File: src/rtl/cpu_run_ctrl.sv
`default_nettype none
// ============================================================================
//  Module   : cpu_run_ctrl
//  Function : Run controller for the single-cycle MIPS CPU bench. Sequences
//             the CPU reset, counts RUN cycles and register write-backs, and
//             ends the run on halt (PC unchanged for STALL_LIMIT consecutive
//             comparisons) or on a RUN-cycle budget (timeout).
//  Revision : 1.0 - initial release
// ============================================================================
module cpu_run_ctrl #(
  parameter int PC_W        = 32,
  parameter int CNT_W       = 32,
  parameter int RST_CYCLES  = 4,
  parameter int STALL_LIMIT = 8,
  parameter int MAX_CYCLES  = 100000
) (
  input  logic             clk,
  input  logic             reset,      // asynchronous, active-low
  input  logic             start,
  input  logic [PC_W-1:0]  pc,
  input  logic             reg_we,
  output logic             cpu_reset,
  output logic             running,
  output logic             done,
  output logic             timeout,
  output logic [CNT_W-1:0] cycle_cnt,
  output logic [CNT_W-1:0] wb_cnt,
  output logic [PC_W-1:0]  final_pc
);

  localparam int c_RST_W   = (RST_CYCLES  > 1) ? $clog2(RST_CYCLES + 1)  : 1;
  localparam int c_STALL_W = (STALL_LIMIT > 1) ? $clog2(STALL_LIMIT + 1) : 1;

  localparam logic [c_RST_W-1:0]   c_RST_LAST  = c_RST_W'(RST_CYCLES - 1);
  localparam logic [c_STALL_W-1:0] c_STALL_MAX = c_STALL_W'(STALL_LIMIT);
  localparam logic [CNT_W-1:0]     c_CYC_MAX   = CNT_W'(MAX_CYCLES);
  localparam logic [CNT_W-1:0]     c_CNT_ONE   = CNT_W'(1);
  localparam logic [c_STALL_W-1:0] c_STALL_ONE = c_STALL_W'(1);
  localparam logic [c_RST_W-1:0]   c_RST_ONE   = c_RST_W'(1);

  typedef enum logic [1:0] {
    S_IDLE  = 2'd0,
    S_RESET = 2'd1,
    S_RUN   = 2'd2,
    S_DONE  = 2'd3
  } state_t;

  state_t                r_state;
  logic [c_RST_W-1:0]    r_rst_cnt;
  logic [c_STALL_W-1:0]  r_stall_cnt;
  logic [PC_W-1:0]       r_prev_pc;
  logic                  r_prev_valid;
  logic                  r_cpu_reset;
  logic                  r_running;
  logic                  r_done;
  logic                  r_timeout;
  logic [CNT_W-1:0]      r_cycle_cnt;
  logic [CNT_W-1:0]      r_wb_cnt;
  logic [PC_W-1:0]       r_final_pc;

  logic [CNT_W-1:0]      w_cyc_next;
  logic [CNT_W-1:0]      w_wb_next;
  logic [c_STALL_W-1:0]  w_stall_next;
  logic                  w_halt;
  logic                  w_budget_hit;

  // Next values of the RUN-phase counters and the two end-of-run conditions
  always_comb begin
    w_cyc_next   = r_cycle_cnt + c_CNT_ONE;
    w_wb_next    = r_wb_cnt;
    w_stall_next = '0;
    if (reg_we && (r_wb_cnt != {CNT_W{1'b1}})) begin
      w_wb_next = r_wb_cnt + c_CNT_ONE;
    end
    // The first RUN cycle has no previous PC, so it never counts as a stall
    if (r_prev_valid && (pc == r_prev_pc)) begin
      w_stall_next = r_stall_cnt + c_STALL_ONE;
    end
    w_halt       = (w_stall_next == c_STALL_MAX);
    w_budget_hit = (w_cyc_next == c_CYC_MAX);
  end

  // Run-control state machine with registered outputs
  always_ff @(posedge clk or negedge reset) begin
    if (!reset) begin
      r_state      <= S_IDLE;
      r_rst_cnt    <= '0;
      r_stall_cnt  <= '0;
      r_prev_pc    <= '0;
      r_prev_valid <= 1'b0;
      r_cpu_reset  <= 1'b1;
      r_running    <= 1'b0;
      r_done       <= 1'b0;
      r_timeout    <= 1'b0;
      r_cycle_cnt  <= '0;
      r_wb_cnt     <= '0;
      r_final_pc   <= '0;
    end else begin
      case (r_state)
        S_IDLE, S_DONE: begin
          if (start) begin
            r_state      <= S_RESET;
            r_rst_cnt    <= '0;
            r_stall_cnt  <= '0;
            r_prev_valid <= 1'b0;
            r_cpu_reset  <= 1'b1;
            r_running    <= 1'b0;
            r_done       <= 1'b0;
            r_timeout    <= 1'b0;
            r_cycle_cnt  <= '0;
            r_wb_cnt     <= '0;
            r_final_pc   <= '0;
          end
        end
        S_RESET: begin
          if (r_rst_cnt == c_RST_LAST) begin
            r_state     <= S_RUN;
            r_cpu_reset <= 1'b0;
            r_running   <= 1'b1;
          end else begin
            r_rst_cnt <= r_rst_cnt + c_RST_ONE;
          end
        end
        S_RUN: begin
          r_cycle_cnt  <= w_cyc_next;
          r_wb_cnt     <= w_wb_next;
          r_prev_pc    <= pc;
          r_prev_valid <= 1'b1;
          r_stall_cnt  <= w_stall_next;
          // Halt takes priority when both conditions land on the same edge
          if (w_halt || w_budget_hit) begin
            r_state     <= S_DONE;
            r_cpu_reset <= 1'b1;
            r_running   <= 1'b0;
            r_done      <= 1'b1;
            r_timeout   <= !w_halt;
            r_final_pc  <= pc;
          end
        end
        default: begin
          r_state <= S_IDLE;
        end
      endcase
    end
  end

  assign cpu_reset = r_cpu_reset;
  assign running   = r_running;
  assign done      = r_done;
  assign timeout   = r_timeout;
  assign cycle_cnt = r_cycle_cnt;
  assign wb_cnt    = r_wb_cnt;
  assign final_pc  = r_final_pc;

endmodule
`default_nettype wire

File: config.mk
export PLATFORM = sky130hd
export DESIGN_NAME = cpu_run_ctrl
export DESIGN_NICKNAME = d
export VERILOG_FILES = /design/src/rtl/cpu_run_ctrl.sv
export SDC_FILE = /design/constraint.sdc
export NUM_CORES = 1
export LEC_CHECK = 0
export BUFFER_PORTS_ARGS = -buffer_cell sky130_fd_sc_hd__clkbuf_2
export CORE_UTILIZATION = 42
export CTS_CLUSTER_SIZE = 12
export DETAILED_ROUTE_END_ITERATION = 7
export PLACE_DENSITY = 0.74
export SYNTH_ARGS = -nofsm -noshare
export SYNTH_HDL_FRONTEND = slang
export SYNTH_SLANG_ARGS = --single-unit
File: constraint.sdc
create_clock -name clk -period 3.37 [get_ports clk]
set_clock_uncertainty 0.15 [all_clocks]
set_input_delay 0.337 -clock clk [delete_from_list [all_inputs] [get_ports clk]]
set_output_delay 0.337 -clock clk [all_outputs]
set_load 0.01 [all_outputs]
; Word level (Yosys, flattened, before mapping)
; Cells that the tools add are included.
[totals]
reg_bits = 142
in_bits = 36
[classes]
addsub = 4
eq_ne = 13
muxes = 28
n_reduce_logical = 13
[op_table]
columns = op, n
row1 = 32-bit case mux with 2 select lines, 3
row2 = 32-bit 2-to-1 mux, 3
row3 = "32-bit by 1-bit adder with 32-bit output, second input constant", 2
row4 = "32-bit by 17-bit == test with 1-bit output, second input constant", 1
row5 = 32-bit == test, 1
row6 = "32-bit inequality test, second input constant", 1
row7 = 3-bit AND reduction, 4
row8 = "2-bit inequality test, second input constant", 5
row9 = 4-bit 2-to-1 mux, 2
row10 = 4-bit case mux with 2 select lines, 1
row11 = 1-bit 2-to-1 mux, 7
row12 = 2-bit 2-to-1 mux, 3
row13 = 3-bit 2-to-1 mux, 2
row14 = 1-bit case mux with 2 select lines, 3
row15 = 1-bit case mux with 3 select lines, 2
row16 = 2-bit case mux with 3 select lines, 1
row17 = 3-bit case mux with 2 select lines, 1
row18 = "4-bit by 1-bit adder with 4-bit output, second input constant", 1
row19 = "2-bit == test, second input constant", 2
row20 = "4-bit == test, second input constant", 1
row21 = 2-bit nonzero test, 2
row22 = "3-bit by 1-bit adder with 3-bit output, second input constant", 1
row23 = "3-bit by 2-bit == test with 1-bit output, second input constant", 1
row24 = "2-bit by 1-bit == test with 1-bit output, second input constant", 1
row25 = other kinds (6), 7

; Longest topological paths before layout
; Gate-level depths: netlist (run 1).
[logic_depth]
word_depth = 7
depth_mapped = 11

; Worst setup path after synthesis (run 1)
; Ideal clock, no wire load.
[synth_timing]
path_kind = reg-to-reg
startpoint = register r_cycle_cnt[5], in the netlist cycle_cnt[5]
endpoint = register r_final_pc[10], in the netlist final_pc[10]
setup_time_ns = 0.121
arrival_time_ns = 3.046
slack_ns = 0.053
stages_incl_launch_ff = 11
n_path_buf = 2
synth_period_minus_slack_ns = 3.317
path_cell_list = dfrtp_1 > buf_2 > nand4_1 > or4_1 > nor3_1 > mux2_2 > o2bb2ai_1 > nor4_4 > o21ai_2 > buf_2 > a22o_1
[synth_via]
elab_chain_len = 5
[synth_rtl]
columns = item, line
row1 = "start, declared", 57  ; logic [CNT_W-1:0] r_cycle_cnt;
row2 = "start signal, assigned", 125  ; r_cycle_cnt <= w_cyc_next;
row3 = 32-bit by 1-bit adder with 32-bit output, 69  ; w_cyc_next = r_cycle_cnt + c_CNT_ONE;
row4 = 32-bit by 17-bit == test with 1-bit output, 80  ; w_budget_hit = (w_cyc_next == c_CYC_MAX);
row5 = 1-bit logical OR, 131  ; if (w_halt || w_budget_hit) begin
row6 = 2-bit inequality test (no source line), n/a
row7 = 3-bit AND reduction (no source line), n/a
row8 = "end signal, assigned", 137  ; r_final_pc <= pc;
row9 = "end, declared", 59  ; logic [PC_W-1:0] r_final_pc;
; No other way between the ends.
; A chain may end at the register's enable or synchronous reset.

; Worst setup path after layout (run 1)
[layout_timing]
startpoint = register r_cycle_cnt[1], in the netlist cycle_cnt[1]
endpoint = register r_final_pc[31], in the netlist final_pc[31]
; Same word-level chain as after synthesis.

==> flow_metrics.py, run 1 <==
metrics = {
    "status": {
        "status": "completed",
    },
    "die": {
        "die_h_um": 135,
        "row_count": 48,
        "die_w_um": 135,
        "design.core.area_um2": 17200,
        "dieArea_um2": 18100,
        "start_util_pct": 42.8,
        "ios": 136,
    },
    "clock_tree": {
        "insertion_delay_ps": 430,
        "cts_sinks": 142,
        "cts_made_buffers": 17,
        "clockBufferDepth": 2,
        "htree_levels": 4,
        "path_clk_slew_ps": 70,
        "cts_tree": "yes",
        "cts_root_buf": "clkbuf_16",
    },
    "cells_and_area": {
        "drive_gt1_share_pct": 30.3,
        "final_nets": 966,
        "finalCoreUtilization_pct": 54.3,
        "syn_to_final_growth_pct": 27.0,
        "diodes": 0,
    },
    "grt": {
        "track_usage_pct": 21.0,
        "grt_overflow": 0,
        "grt_pass1_vias": 6008,
        "grt_pass1_wl_um": 30200,
        "grt_max_degree": 83,
        "antenna_found_initial": 0,
    },
    "worst_setup_path": {
        "crit_buf_inv": 3,
        "crit_top_cell": "nand4_1",
        "worst_path_max_delay_cell": "dfrtp_1",
        "cp.required_ps": 3530,
        "endpoint_kind": "flip-flop",
        "slowest_delay_ps": 400,
        "crit_family": "simple AND/OR/NAND/NOR gates",
        "worstSetupStartpointType": "flip-flop",
        "cp_max_fo": 17,
        "worstSetupPathType": "flip-flop to flip-flop",
        "crit_path_cell_trace": "ha_4 > buf_6 > nand4_1 > or3_4 > or3_1 > a211oi_2 > nand4_1 > nor4_4 > buf_4 > o21ai_4 > buf_12 > a22o_1",
        "worstPathArrival_ps": 3510,
        "reg2reg_slack_ps": 20,
    },
    "timing": {
        "slew_headroom_pct": 51.0,
        "finalHoldViolCount": 0,
        "finalCritPeriodShare_pct": 99.4,
        "setup_viol": 0,
        "drv_slew": 0,
        "rsz0062_at_grt": "yes",
        "holdWs_ps": 16.4,
        "worst_pin_slew_ps": 735,
        "fmax_ghz": 0.299,
        "finalCriticalPeriod_ps": 3350,
    },
    "yosys": {
        "ys_warn_count": 0,
        "synth_area_per_cell_um2": 9.87,
        "synth_seq_area_share_pct": 48.2,
        "syn_nets": 792,
        "synth_seq_cells": 142,
        "ys_types": 59,
        "syn-cell-area_um2": 7380,
        "synth_area_leaders": "dfrtp_1, mux2_2, xnor2_1",
        "synth-edff-count": 0,
        "yosysTopAreaCell": "dfrtp_1",
        "synth-async-reset-ratio_pct": 100,
        "synth_top_area_share_pct": 47.8,
        "syn_inst": 747,
        "synth.most_common_cell": "dfrtp_1",
        "synthFlopType": "dfrtp_1",
        "synthTopCellsByCount": "dfrtp_1, nand2_1, o21ai_0",
    },
    "power": {
        "ir_drop_v": 0.000378,
        "clkPwrFrac_pct": 28.5,
        "p_seq_share_pct": 36.1,
        "switchingPower_mw": 2.37,
        "intPower_mw": 4.18,
        "power.density_nw_per_um2": 700,
        "static-leakage-power_nw": 4.19,
        "swShare_pct": 36.2,
        "power_frac_comb_pct": 35.4,
    },
    "placement": {
        "dp_hpwl_um": 12800,
        "gp_congestion": 0.878,
        "port_buffers": 135,
    },
    "worst_hold_path": {
        "min_path_type": "input pin to flip-flop",
    },
    "flow_run": {
        "drv_cap": 0,
    },
    "drt": {
        "firstDrtPassIters": 5,
        "drc_errors": 0,
        "via_per_inst": 5.60,
        "wl_um": 18900,
        "wl_per_cell_um": 16.3,
        "drt_iter0_markers": 474,
        "num_vias": 6495,
        "final_antenna_net_count": 0,
    },
}
==> logic make-up (layout without fill, tap and decap cells) <==
kind of cell | Yosys count | after routing | share of synthesized area (%)
xor gates and xnor gates | 60 | 60 | 7.12
DFF | 142 | 142 | 48.2
AOI/OAI and AO/OA | 172 | 172 | 15.5
and+or+nand+nor | 272 | 272 | 18.9
muxes | 38 | 38 | 5.75
adders and majority gates | 9 | 9 | 1.53
buffers and inverters | 54 | 241 | 3.02
==> final timing paths <==
kind / end / depth (start not counted) / from
max: final_pc[31] / 12 / cycle_cnt[1]
min: final_pc[18] / 2 / pc[18]
max reg2reg: final_pc[31] / 12 / cycle_cnt[1]
min reg2reg: done / 1 / done
max in group asynchronous: cpu_reset / 3 / reset
min in group asynchronous: final_pc[6] / 2 / reset
==> sequential cells by signal, summed over array words and instances, names as in the netlist <==
name          count
timeout           1
wb_cnt           32
done              1
r_stall_cnt       4
r_prev_valid      1
cycle_cnt        32
cpu_reset         1
r_state           2
r_rst_cnt         3
r_prev_pc        32
final_pc         32
running           1
==> stage by stage <==
step           worst slack, ps  area [µm²]  power [mW]  setup TNS, ps  instances
2_1_floorplan             53.3        7380        3.84              0        747
3_3_place_gp              48.4        8570        4.49              0       1116
3_5_place_dp             -37.8        8570        4.56           -108       1116
4_1_cts                   29.5        9180        6.44              0       1149
5_1_grt                  -75.7        9370        6.93          -1740       1159
6_report                  20.0        9370        6.55              0       1159
==> layout by cell type, fill, tap and decap left out, drive strengths merged, types with 3 or more instances in the layout <==
cell type	instances
nand4	30
and4	7
a21oi	26
nor4b	3
and3	8
nor2	60
xnor2	40
nor3b	6
a211oi	3
inv	26
nand2b	5
nand3	33
mux2i	3
ha	9
buf	56
o21ai	64
clkbuf	152
nor3	14
dfrtp	141
nor4	10
o311ai	3
clkinv	4
a31oi	7
mux2	35
or3	10
o41ai	5
o31ai	8
a22o	38
nand2	69
xor2	20
or4	3
and2	6
==> area by class of cell <==
| type | instances | area, µm² |
|---|---|---|
| Fill cell | 1524 | 7870 |
| Multi-Input combinational cell | 551 | 3690 |
| Sequential cell | 142 | 3560 |
| Timing Repair Buffer | 192 | 1180 |
| Clock buffer | 17 | 425 |
| Tap cell | 225 | 282 |
| Clock inverter | 15 | 169 |
| Inverter | 17 | 63.8 |
==> metal layers <==
layer	vias up	share of wire, %	track usage (%)
li1	3080	-	-
met1	3149	45	29.0
met2	242	47	33.0
met3	24	6.0	4.17
met4	0	1.5	7.55
met5	-	0	0
==> power groups by stage <==
stage / clock, mW / combinational, mW / sequential [mW]
6_report: 1.87 / 2.32 / 2.36
5_1_grt: 1.98 / 2.55 / 2.41
4_1_cts: 1.90 / 2.18 / 2.36
3_5_place_dp: 0 / 2.18 / 2.38
3_3_place_gp: 0 / 2.12 / 2.37
2_1_floorplan: 0 / 1.42 / 2.42
==> worst register-to-register path: cells and delay by family (launching register included) <==
kind / cells / cell delay, ps
flops: 1 / 400
buf+inv: 3 / 460
compound gates: 3 / 530
simple gates: 5 / 1510
fa+ha+maj: 1 / 170
==> repair_timing <==
item	in CTS	in global routing
gates resized for setup	2	20
setup endpoints to repair	34	37
cloned	0	2
buffers inserted	0	8
endpoints found under the hold margin	81	0
pin swaps	1	18
hold buffers	1	0
Power figures use the tool's default switching activity.
==> inputs of run 2 (changes only) <==
PLACE_DENSITY = 0.72   (was 0.74)
clock period = 3.6 ns   (was 3.37 ns; I/O delays follow)
==> run 2 against run 1 <==
Net effect: first-iteration DRC count up 3.4%; non-clock buffer count down 25; clock-buffer cell count up 1; critical path depth down 2; critical endpoint is now final_pc[12]; critical path type unchanged.
==> flow_metrics.py, run 2 (same netlist as run 1, synthesis figures left out) <==
metrics = {
    "power": {
        "intPower_mw": 3.80,
        "switchingPower_mw": 2.07,
        "ir_drop_v": 0.000443,
        "static-leakage-power_nw": 4.02,
        "swShare_pct": 35.2,
        "clkPwrFrac_pct": 28.6,
        "power_frac_comb_pct": 33.8,
        "power.density_nw_per_um2": 651,
        "p_seq_share_pct": 37.6,
    },
    "die": {
        "ios": 136,
        "design.core.area_um2": 17200,
        "die_h_um": 135,
        "start_util_pct": 42.8,
        "row_count": 48,
        "dieArea_um2": 18100,
        "die_w_um": 135,
    },
    "cells_and_area": {
        "drive_gt1_share_pct": 27.1,
        "layout_common_cells": "dfrtp_1, clkbuf_2, nand2_1",
        "diodes": 0,
        "layout_commonest_cell": "dfrtp_1",
        "syn_to_final_growth_pct": 22.2,
        "final_nets": 941,
        "finalInstanceArea_um2": 9010,
    },
    "worst_setup_path": {
        "cp_max_fo": 33,
        "endpoint_kind": "flip-flop",
        "worstPathArrival_ps": 3530,
        "worstSetupPathType": "flip-flop to flip-flop",
        "worst_path_max_delay_cell": "a2111oi_0",
        "crit_path_cell_trace": "ha_1 > a21bo_2 > a2111oi_0 > a21oi_1 > a2111oi_0 > nand4_1 > nor4_4 > o21ai_2 > buf_12 > a22o_1",
        "worstRegToRegCells": 10,
        "cp.required_ps": 3760,
        "startpoint": "cycle_cnt[0]",
        "crit_family": "compound AO/OA/AOI/OAI gates",
        "reg2reg_slack_ps": 240,
        "crit_end": "final_pc[12]",
        "crit_top_cell": "a2111oi_0",
        "reg2reg_from": "cycle_cnt[0]",
        "r2r-end": "final_pc[12]",
        "path_depth": 10,
        "worstSetupStartpointType": "flip-flop",
        "slowest_delay_ps": 530,
        "crit_buf_inv": 1,
    },
    "placement": {
        "port_buffers": 135,
        "post_dp_cell_area_um2": 8440,
        "dp_hpwl_um": 12800,
        "pre_cts_ws_ps": 299,
        "gp_congestion": 0.900,
    },
    "timing": {
        "finalCriticalPeriod_ps": 3360,
        "finalHoldViolCount": 0,
        "drv_slew": 0,
        "worst_pin_slew_ps": 754,
        "setup_ws_ps": 237,
        "fin_tns_setup_ps": 0,
        "finalCritPeriodShare_pct": 93.4,
        "rsz0062_at_grt": "no",
        "slew_headroom_pct": 49.7,
        "fmax_ghz": 0.297,
        "setup_viol": 0,
    },
    "grt": {
        "grt_pass1_vias": 5785,
        "grt_pass1_wl_um": 30200,
        "grt_max_degree": 81,
        "antenna_found_initial": 0,
        "track_usage_pct": 21.2,
        "grt_overflow": 0,
    },
    "clock_tree": {
        "htree_levels": 4,
        "cts_root_buf": "clkbuf_16",
        "insertion_delay_ps": 430,
        "cts_made_buffers": 17,
        "cts_tree": "yes",
        "clockBufferDepth": 2,
        "path_clk_slew_ps": 70,
        "cts_resized": 0,
        "cts_sinks": 142,
    },
    "drt": {
        "drt_iter0_markers": 490,
        "firstDrtPassIters": 6,
        "final_antenna_net_count": 0,
        "drc_errors": 0,
        "via_per_inst": 5.52,
        "wl_um": 18000,
        "wl_per_cell_um": 15.9,
        "num_vias": 6262,
    },
    "worst_hold_path": {
        "min_path_type": "input pin to flip-flop",
    },
    "status": {
        "status": "completed",
    },
    "flow_run": {
        "drv_cap": 0,
    },
}
run 2: cell types whose count changed in the layout (fill, tap and decap cells not counted), sizes merged:
cell	change
buf	-24
clkinvlp	+1
inv	-2
run 2: repair_timing:
item	in CTS	in global routing
hold endpoints to repair	77	0
hold buffers	1	0
setup buffers	0	0
run 2: worst min-delay path by stage:
stage / startpoint / end / slack, ps / cells past startpoint
final: pc[17] / final_pc[17] / 40 / 2
after global routing: pc[20] / final_pc[20] / 40 / 2
after CTS: pc[21] / final_pc[21] / 20 / 2
after detailed placement: reset / cycle_cnt[7] / 310 / 1
after global placement: reset / cycle_cnt[7] / 310 / 1
after floorplan: reset / cycle_cnt[0] / -90 / 0
run 2: metal layers:
layer | track usage [%] | part of all wire (%) | vias up
met5 | 0 | 0 | -
met4 | 6.49 | 1.1 | 0
met3 | 4.65 | 4.9 | 20
met2 | 32.9 | 47 | 184
met1 | 29.6 | 47 | 3041
li1 | - | - | 3017
run 2: stage by stage:
stage          utilization, %  hold WS (ps)  power, mW  instances
2_1_floorplan               -         -85.6       3.59        747
3_3_place_gp             49.0           309       4.20       1101
3_5_place_dp             49.0           308       4.24       1101
4_1_cts                  52.3          23.3       5.93       1134
5_1_grt                  52.3          38.0       6.24       1134
6_report                 52.3          36.1       5.87       1134
run 2: power groups by stage:
stage / combinational, mW / sequential [mW] / clock [mW]
2_1_floorplan: 1.33 / 2.26 / 0
3_3_place_gp: 1.97 / 2.22 / 0
3_5_place_dp: 2.01 / 2.23 / 0
4_1_cts: 2.01 / 2.21 / 1.71
5_1_grt: 2.21 / 2.26 / 1.78
6_report: 1.98 / 2.21 / 1.68
run 2: cell type report:
| class | instances | area, µm² |
|---|---|---|
| well taps | 225 | 282 |
| inverters | 17 | 63.8 |
| fillers | 1558 | 8220 |
| clock buffers | 18 | 439 |
| flip-flops and latches | 142 | 3550 |
| clock inverters | 14 | 123 |
| multi-input cells | 551 | 3600 |
| repair buffers | 167 | 950 |
==> inputs of run 3 (changes only) <==
BUFFER_PORTS_ARGS = not set   (was -buffer_cell sky130_fd_sc_hd__clkbuf_2)
DONT_BUFFER_PORTS = 1   (was not set)
PLACE_DENSITY = 0.65   (was 0.72)
==> run 3 against run 2 <==
Net effect: the run now ends with hold timing left; first-iteration DRC count decreased by 6.1%; sequential share of layout area up 1.4 points; utilization down 1.7 points; worst hold slack got worse by 560 ps; combinational power fell by 9.6%; clock power rose by 5%; register-to-register slack lost 80 ps; cell count is 8.7% lower; via count decreased by 2.9%; global-route usage increased by 1.5 points; cell area is 3.3% lower; critical endpoint is now final_pc[4]; largest power group unchanged.
==> flow_metrics.py, run 3 (same netlist as run 1, synthesis figures left out) <==
metrics = {
    "clock_tree": {
        "cts_sinks": 142,
        "postCtsSetupBuffers": 0,
        "clockBufferDepth": 2,
        "htree_levels": 4,
        "cts_tree": "yes",
        "cts_root_buf": "clkbuf_16",
        "cts_made_buffers": 17,
        "hold_buffers": 33,
        "path_clk_slew_ps": 70,
        "insertion_delay_ps": 430,
    },
    "worst_setup_path": {
        "worstSetupPathType": "flip-flop to flip-flop",
        "crit_buf_inv": 1,
        "slowest_delay_ps": 600,
        "cp.required_ps": 3760,
        "endpoint_kind": "flip-flop",
        "crit_family": "simple AND/OR/NAND/NOR gates",
        "worstSetupStartpointType": "flip-flop",
        "worst_path_max_delay_cell": "or4_1",
        "worstPathArrival_ps": 3600,
        "crit_path_cell_trace": "nand3_1 > or4_1 > nor3_1 > mux2_2 > o2bb2ai_1 > nor4_4 > o21ai_2 > buf_12 > a22o_1",
        "cp_max_fo": 33,
    },
    "drt": {
        "met1_length_um": 8210,
        "final_antenna_net_count": 0,
        "wl_um": 19800,
        "dr_wl_met2_um": 9610,
        "routed-wl-met3_um": 1580,
        "wl_per_cell_um": 19.1,
        "drt_iter0_markers": 460,
        "via_per_inst": 5.88,
        "top_layer": "met4",
        "firstDrtPassIters": 5,
        "drc_errors": 0,
        "num_vias": 6082,
    },
    "grt": {
        "grt_overflow": 0,
        "track_usage_pct": 22.7,
        "grt_max_degree": 143,
        "grt_pass1_vias": 6080,
        "antenna_found_initial": 0,
        "grt_pass1_wl_um": 31800,
    },
    "cells_and_area": {
        "drive_gt1_share_pct": 14.2,
        "finalInstanceArea_um2": 8720,
        "layout_commonest_cell": "dfrtp_1",
        "diodes": 0,
        "layout_common_cells": "dfrtp_1, nand2_1, o21ai_0",
        "fillCellCount": 1545,
        "syn_to_final_growth_pct": 18.2,
        "final_nets": 842,
    },
    "placement": {
        "port_buffers": 0,
        "dp_hpwl_um": 12800,
        "post_dp_cell_area_um2": 7790,
        "gp_congestion": 0.890,
    },
    "die": {
        "start_util_pct": 42.8,
        "row_count": 48,
        "die_w_um": 135,
        "design.core.area_um2": 17200,
        "dieArea_um2": 18100,
        "die_h_um": 135,
        "ios": 136,
    },
    "timing": {
        "finalHoldViolCount": 142,
        "drv_slew": 0,
        "worst_pin_slew_ps": 1210,
        "holdWs_ps": -521,
        "fmax_ghz": 0.291,
        "finalCriticalPeriod_ps": 3440,
        "finalCritPeriodShare_pct": 95.6,
        "setup_viol": 0,
        "slew_headroom_pct": 19.5,
        "rsz0062_at_grt": "no",
        "fin_tns_setup_ps": 0,
    },
    "worst_hold_path": {
        "min_path_type": "input pin to async pin",
    },
    "status": {
        "violations": "hold timing",
        "status": "finished, violations left",
    },
    "power": {
        "power.density_nw_per_um2": 674,
        "static-leakage-power_nw": 3.59,
        "ir_drop_v": 0.000353,
    },
    "flow_run": {
        "drv_cap": 0,
    },
}
==> run 3: stage by stage <==
stage	hold slack [ps]	utilization (%)	instances	power [mW]	setup WS (ps)
2_1_floorplan	-85.6	-	747	3.59	283
3_5_place_dp	-78.8	45.2	970	4.08	145
3_3_place_gp	-78.5	45.2	970	3.96	168
5_1_grt	-546	50.6	1035	6.20	3.08
6_report	-521	50.6	1035	5.87	159
4_1_cts	-540	50.6	1035	5.89	133
==> run 3: timing repair <==
item / CTS / global route
setup endpoints to repair: 0 / 37
endpoints found under the hold margin: 207 / 142
resized for setup: 0 / 2
==> run 3: layout make-up <==
type / instances / area, µm² / share of cell area (%)
multi-input cells: 551 / 3610 / 41.4
clock buffers: 17 / 425 / 4.88
inverters: 17 / 63.8 / 0.732
clock inverters: 15 / 166 / 1.91
repair buffers: 68 / 618 / 7.09
flip-flops and latches: 142 / 3550 / 40.8
well taps: 225 / 282 / 3.23
==> run 3: routing by layer <==
| layer | vias to the layer above | global-route usage [%] |
|---|---|---|
| li1 | 2821 | - |
| met1 | 2982 | 27.6 |
| met2 | 242 | 37.6 |
| met3 | 37 | 7.09 |
| met4 | 0 | 8.74 |
| met5 | - | 0 |
==> run 3: path summary, 6_finish.rpt <==
path                                    start       endpoint  slack (ps)  depth (start not counted)
worst min register to register  r_prev_pc[27]  r_prev_pc[27]         380                          1
worst max-delay path             cycle_cnt[1]    final_pc[4]         160                          9
worst max register to register   cycle_cnt[1]    final_pc[4]         160                          9
worst min-delay path                    reset   cycle_cnt[6]        -520                          0
min in group clk                        start      wb_cnt[0]          90                          4
max in group asynchronous               reset      cpu_reset        3600                          0
==> run 3: report_power, final <==
group	internal, mW	switching, mW	total [mW]
clock network	0.988	0.778	1.77
logic	0.824	0.965	1.79
registers	1.97	0.348	2.32
total	3.78	2.09	5.87
